[config.mk]
export PLATFORM = sky130hd
export DESIGN_NAME = div_clk_monitor
export DESIGN_NICKNAME = d
export VERILOG_FILES = /design/src/rtl/div_clk_monitor.sv
export SDC_FILE = /design/constraint.sdc
export NUM_CORES = 1
export LEC_CHECK = 0
export CAP_MARGIN = 40
export CORE_MARGIN = 10
export CORE_UTILIZATION = 55
export CTS_CLUSTER_SIZE = 28
export DETAILED_ROUTE_END_ITERATION = 10
export PLACE_DENSITY = 0.82
export SETUP_SLACK_MARGIN = 0.5
export SLEW_MARGIN = 40
export SYNTH_ARGS = -nofsm -noshare
export SYNTH_HDL_FRONTEND = slang
export SYNTH_SLANG_ARGS = --single-unit
[constraint.sdc]
create_clock -name clk -period 6 [get_ports clk]
set_input_delay 1.8 -clock clk [delete_from_list [all_inputs] [get_ports clk]]
set_output_delay 1.8 -clock clk [all_outputs]
set_load 0.05 [all_outputs]
[src/rtl/div_clk_monitor.sv]
// Period monitor for the odd divider's output: measures each divided-clock period
// in source-clock cycles, tracks lock, and reports period mismatches and lost edges.
module div_clk_monitor #(
    parameter int CNT_W      = 8,
    parameter int LOCK_COUNT = 4,
    parameter int ERR_W      = 8
) (
    input  logic             clk,
    input  logic             rst,
    input  logic             en,
    input  logic [CNT_W-1:0] exp_ratio,
    input  logic             clr_err,
    input  logic             clk_divided,
    output logic             locked,
    output logic             period_valid,
    output logic [CNT_W-1:0] measured_period,
    output logic             period_err,
    output logic             timeout,
    output logic [ERR_W-1:0] err_count,
    output logic             cfg_err
);

    localparam int GOOD_W = $clog2(LOCK_COUNT + 1);
    localparam logic [GOOD_W-1:0] LOCK_GOOD = GOOD_W'(LOCK_COUNT);

    typedef enum logic [1:0] {
        IDLE,
        ACQUIRE,
        MEASURE,
        LOCKED
    } state_t;

    state_t            state;
    logic              div_p0;
    logic              div_p1;
    logic              div_p2;
    logic              rise;
    logic [CNT_W-1:0]  cnt;
    logic [CNT_W:0]    thr;
    logic              over;
    logic              match;
    logic [GOOD_W-1:0] good;
    logic [GOOD_W-1:0] good_inc;
    logic              run;
    logic              err_inc;

    function automatic logic [CNT_W-1:0] cnt_sat_inc(input logic [CNT_W-1:0] v);
        return (&v) ? v : v + 1'b1;
    endfunction

    function automatic logic [ERR_W-1:0] err_sat_inc(input logic [ERR_W-1:0] v);
        return (&v) ? v : v + 1'b1;
    endfunction

    // Stage p0/p1: two-flop synchronizer; stage p2: edge-detect history
    always_ff @(posedge clk or negedge rst) begin
        if (!rst) begin
            div_p0 <= 1'b0;
            div_p1 <= 1'b0;
            div_p2 <= 1'b0;
        end else begin
            div_p0 <= clk_divided;
            div_p1 <= div_p0;
            div_p2 <= div_p1;
        end
    end

    assign rise     = div_p1 & ~div_p2;
    assign thr      = {exp_ratio, 1'b0};
    assign over     = {1'b0, cnt} >= thr;
    assign match    = (cnt == exp_ratio);
    assign good_inc = good + 1'b1;
    assign run      = en & ~cfg_err;
    assign err_inc  = run & (state == LOCKED) & (rise ? ~match : over);

    always_ff @(posedge clk or negedge rst) begin
        if (!rst) begin
            cfg_err <= 1'b0;
        end else begin
            cfg_err <= (exp_ratio < CNT_W'(2));
        end
    end

    // Cycles since the last detected rising edge; parked at zero while idle
    always_ff @(posedge clk or negedge rst) begin
        if (!rst) begin
            cnt <= '0;
        end else if (state == IDLE) begin
            cnt <= '0;
        end else if (rise) begin
            cnt <= CNT_W'(1);
        end else begin
            cnt <= cnt_sat_inc(cnt);
        end
    end

    always_ff @(posedge clk or negedge rst) begin
        if (!rst) begin
            state           <= IDLE;
            good            <= '0;
            locked          <= 1'b0;
            period_valid    <= 1'b0;
            measured_period <= '0;
            period_err      <= 1'b0;
            timeout         <= 1'b0;
        end else begin
            period_valid <= 1'b0;
            period_err   <= 1'b0;
            timeout      <= 1'b0;
            if (!run) begin
                state  <= IDLE;
                locked <= 1'b0;
            end else begin
                case (state)
                    IDLE: begin
                        state  <= ACQUIRE;
                        locked <= 1'b0;
                    end
                    ACQUIRE: begin
                        if (rise) begin
                            good  <= '0;
                            state <= MEASURE;
                        end
                    end
                    MEASURE: begin
                        if (rise) begin
                            period_valid    <= 1'b1;
                            measured_period <= cnt;
                            if (match) begin
                                good <= good_inc;
                                if (good_inc == LOCK_GOOD) begin
                                    state  <= LOCKED;
                                    locked <= 1'b1;
                                end
                            end else begin
                                good <= '0;
                            end
                        end else if (over) begin
                            timeout <= 1'b1;
                            state   <= ACQUIRE;
                        end
                    end
                    LOCKED: begin
                        if (rise) begin
                            period_valid    <= 1'b1;
                            measured_period <= cnt;
                            if (!match) begin
                                period_err <= 1'b1;
                                good       <= '0;
                                state      <= MEASURE;
                                locked     <= 1'b0;
                            end
                        end else if (over) begin
                            timeout <= 1'b1;
                            state   <= ACQUIRE;
                            locked  <= 1'b0;
                        end
                    end
                    default: begin
                        state  <= IDLE;
                        locked <= 1'b0;
                    end
                endcase
            end
        end
    end

    // Clear takes priority so a clear never loses to a same-cycle error
    always_ff @(posedge clk or negedge rst) begin
        if (!rst) begin
            err_count <= '0;
        end else if (clr_err) begin
            err_count <= '0;
        end else if (err_inc) begin
            err_count <= err_sat_inc(err_count);
        end
    end

endmodule
# == Word-level counts from Yosys, hierarchy flattened ==
# Index checks and enable logic that the tools add are counted.
# op_classes
addsub,3
magnitude_cmp,2
eq_ne,20
muxes,41
bitwise,7
reduce_logical,11
# ops
op,count
2-to-1 mux 8 bit,6
2-to-1 mux 1 bit,19
"adder 8 x 1 -> 8 bit, second input constant",2
2-to-1 mux 2 bit,8
"!= test 4 bit, second input constant",4
AND reduction 8 bit,2
2-to-1 mux 3 bit,5
"!= test 3 bit, second input constant",5
AND reduction 6 bit,2
"!= test 2 bit, second input constant",5
>= comparator 8 x 9 -> 1 bit,1
one-hot mux 3 bit (3 select lines),1
== test 8 bit,1
"< comparator 8 x 2 -> 1 bit, second input constant",1
one-hot mux 2 bit (4 select lines),1
bitwise AND 1 bit,4
"== test 2 bit, second input constant",2
"!= test 4 x 1 -> 1 bit, second input constant",1
AND reduction 4 bit,1
"adder 3 x 1 -> 3 bit, second input constant",1
"== test 3 bit, second input constant",1
NOT 1 bit,3
one-hot mux 1 bit (3 select lines),1
AND reduction 3 bit,1
6 further kinds,6
# totals
reg_bits,37
input_bits,13
out_inout_bits,21
wordCells,97

# == Depth between registers and ports, before layout ==
# depth
depth_word,7
depth_mapped,9
mapped_depth_nobuf,8

# == Worst setup path before layout ==
# Ideal clock, no wire load.
# synth_timing
path_type,input-to-reg
from,input port exp_ratio[2]
to,register err_count[0]
setup_time_ps,125
t_arrival_ps,3354
required_ps,5875
path_slack_ps,2521
path_stages,8
path_buffers,1
cell_sequence,inv_1 > ha_1 > a21o_1 > a211o_1 > a211oi_2 > buf_4 > nor2_1 > mux2_4
# synth_between
elab_chain_cells,6
elab_cells_between_ends,7
classes_between,1 x order compare; 1 x eq/ne; 1 x mux; 2 x bitwise; 2 x reduce/logical
# synth_rtl
item,line,text
from (decl),11,"input logic [CNT_W-1:0] exp_ratio,"
branches (longest 2 deep; another with >= comparator 8 x 9 -> 1 bit),-,
2-to-1 mux 1 bit (*),74,assign err_inc = run & (state == LOCKED) & (rise ? ~match : over);
bitwise AND 1 bit (*),74,
nonzero test 2 bit (no source line) (*),-,
AND reduction 2 bit (no source line) (*),-,
to (signal assigned),175,err_count <= err_sat_inc(err_count);
to (decl),19,"output logic [ERR_W-1:0] err_count,"
# Mark *: on every way between the ends.
# A chain may end at the register's enable or synchronous reset.

# == Final worst setup path ==
# Ends and elaborated chain as after synthesis.

==> impl_metrics.yaml <==
power:
  combPwrFrac_pct: 28.2
  p_per_area_nw_per_um2: 270
  ir_worst_vdd_uv: 263
  swShare_pct: 33.2
  finalPower_uw: 721
  clkPwrFrac_pct: 31.7
  p_switching_uw: 240
  seq_power_share_pct: 40.1
  internal_power_uw: 482
  p_leak_uw: 0.00119
worst_setup_path:
  crit_chain: "clkdlybuf4s50_1 > inv_1 > ha_1 > a21o_1 > a211o_1 > a211oi_2 > nor2_1 > mux2_4"
  start_kind: "primary input"
  cp-end-kind: "flop"
  slowest_stage: "a211oi_2"
  slowest_delay_ns: 0.57
  r2r-end: "err_count[0]"
  cp.required_ns: 6.18
  rrSetupSlack_ns: 3.49
  critPathKind: "primary input to flop"
  rr_worst_depth: 6
  worstReg2RegStart: "cnt[3]"
  cp_max_fo: 12
  arrival_ns: 4.28
sta:
  period_needed_ns: 4.10
  maxSlewViolCount: 0
  period_share_pct: 68.3
  setup_viol: 0
  slew_headroom_pct: 50.6
  fin_setup_tns_ns: 0
  rsz0062_at_grt: "no"
  finalHoldViolCount: 0
  clock.fmax_mhz: 244
  fin_worst_skew_ns: 0.00519
  tightest_slew_ns: 0.737
outcome:
  status: "complete, no violations"
logic_synthesis:
  synthCells: 221
  ys_top_cells_by_area: "dfrtp_1 42%, ha_1 8.6%, mux2_2 4.6%"
  synth_ff_type: "dfrtp_1"
  synth.distinct_cells: 45
  netlist_area_um2: 2190
  synth_top_area_share_pct: 42.2
  syn_avg_cell_area_um2: 9.92
  yosys.area.top_type: "dfrtp_1"
  async_reset_ff_share_pct: 100
  synth_edf_count: 0
  synth_fp_nets: 249
  yosys_warnings: 0
  ys_ff_latch: 37
  seq_area_frac_synth_pct: 42.2
finish:
  final_nets: 282
  fillerInstances: 295
  drive_gt1_share_pct: 11.0
  final_cell_mix: "37 x dfrtp_1, 32 x clkdlybuf4s50_1, 19 x nor2_1, 15 x nand2_1, 15 x ha_1"
  register_area_um2: 926
  final_common_cell: "dfrtp_1"
  area_growth_pct: 21.7
  antenna_cells: 0
  final_util_pct: 71.3
  multi_input_area_um2: 1190
die:
  coreArea_um2: 3740
  io_pins: 34
  dieHeight_um: 83.1
  dieArea_um2: 6910
  rows: 22
  start_util_pct: 58.6
  die_w_um: 83.1
detailed_routing:
  vias: 1761
  drt.antenna.violating_nets: 0
  firstDrtPassIters: 4
  drt_iter0_drc: 74
  viasPerCell: 5.81
  routed_wl_um: 4810
  wl_per_cell_um: 15.9
  drc: 0
clocking:
  cts_made_buffers: 5
  path_clk_slew_ns: 0.07
  cts_tree: "done"
  cts_resized: 0
  cts_max_path_buffers: 2
  hold_buffers: 0
  htreeDepth: 2
  cts_root_buf: "clkbuf_8"
  clock-sinks: 37
  clock_latency_ns: 0.29
  post_cts_buffers: 0
global_routing:
  grt_pass1_wl_um: 8360
  grt_pass1_vias: 1742
  antenna_found_initial: 0
  grt_start_max_net_pins: 38
  gr-total-overflow: 0
  groute.usage.overall_pct: 14.2
placed_design:
  hpwl_um: 3570
  io_buffers: 33
  gp_congestion: 0.870
hold_path:
  hold_class: "flop to flop"
  worstHoldPathCells: 0
  hold_start: "div_p0"
  holdPathEnd: "div_p1"
flow_run:
  drv_cap: 0
[stage by stage]
step | instances | instance area (um^2) | hold WS (ns) | setup WS (ns)
after floorplan | 221 | 2190 | 0.331 | 2.52
after global placement | 295 | 2550 | 0.336 | 1.66
after detailed placement | 295 | 2550 | 0.337 | 1.60
after CTS | 303 | 2670 | 0.354 | 1.91
after global routing | 303 | 2670 | 0.371 | 1.79
final | 303 | 2670 | 0.351 | 1.90
[state kept, by name (all words and copies together), names as in the netlist]
name             count
locked               1
cfg_err              1
div_p1               1
err_count            8
timeout              1
good                 3
period_err           1
state                2
period_valid         1
cnt                  8
measured_period      8
div_p2               1
div_p0               1
[area by class of cell]
type	instances	area share [%]
clock inverter	2	1.41
multi-input combinational	165	44.6
timing repair buffer	33	12.3
clock buffer	6	3.09
tap	48	2.25
inverter	12	1.69
sequential	37	34.7
[metal layers]
layer,part of all wire [%],vias to the layer above,track usage [%]
met3,5.9,5,5.57
li1,-,859,-
met5,0,-,0
met1,45,860,17.2
met4,1.1,0,4.00
met2,48,37,22.8
[worst max-delay path by stage]
stage | from | endpoint | slack (ns) | depth (start not counted)
final | exp_ratio[2] | err_count[0] | 1.90 | 8
after global routing | exp_ratio[3] | err_count[0] | 1.79 | 9
after CTS | exp_ratio[2] | err_count[0] | 1.91 | 8
after detailed placement | exp_ratio[2] | err_count[0] | 1.60 | 8
after global placement | exp_ratio[2] | err_count[0] | 1.66 | 8
after floorplan | exp_ratio[2] | err_count[0] | 2.52 | 8
[critical path: cells and delay by family]
| family | cells | cell delay, ns |
|---|---|---|
| AOI/OAI and AO/OA | 3 | 1.06 |
| buffers and inverters | 2 | 0.57 |
| muxes | 1 | 0.33 |
| adders and majority gates | 1 | 0.30 |
| and+or+nand+nor | 1 | 0.21 |
[cells in the mapped netlist, types with 2 or more instances]
| library cell | count |
|---|---|
| nand2_1 | 15 |
| nand4_1 | 4 |
| mux2_2 | 9 |
| xor2_1 | 11 |
| nor2_1 | 19 |
| nor4_4 | 2 |
| clkbuf_1 | 5 |
| nand2b_1 | 8 |
| o31ai_1 | 4 |
| dfrtp_1 | 37 |
| or4_1 | 2 |
| nor4_1 | 2 |
| nand4b_1 | 2 |
| o21ai_0 | 9 |
| nand3_1 | 9 |
| nor2b_1 | 5 |
| a211oi_2 | 2 |
| a21oi_1 | 10 |
| ha_1 | 15 |
| a21o_1 | 3 |
| inv_1 | 12 |
| nor3_1 | 7 |
| and3_1 | 2 |
| mux2_4 | 2 |
| a2111oi_0 | 2 |
| or3_1 | 4 |
[power by group through the flow]
stage	Combinational [uW]	Clock, uW	Sequential, uW
floorplan	121	0	314
global placement	197	0	292
detailed placement	200	0	294
CTS	203	232	289
global route	224	242	293
finish	204	228	289
[kinds of logic (layout without fill, tap and decap cells)]
group	Yosys count	after routing	share of synthesized area (%)
buffers and inverters	19	53	3.48
flip-flops	37	37	42.2
AO/OA/AOI/OAI	40	40	12.6
adder cells (fa/ha/maj)	15	15	8.56
AND/OR/NAND/NOR	86	86	21.9
XOR/XNOR	12	12	4.79
multiplexers	12	12	6.45
No activity file was read; power rests on OpenSTA's default activity.
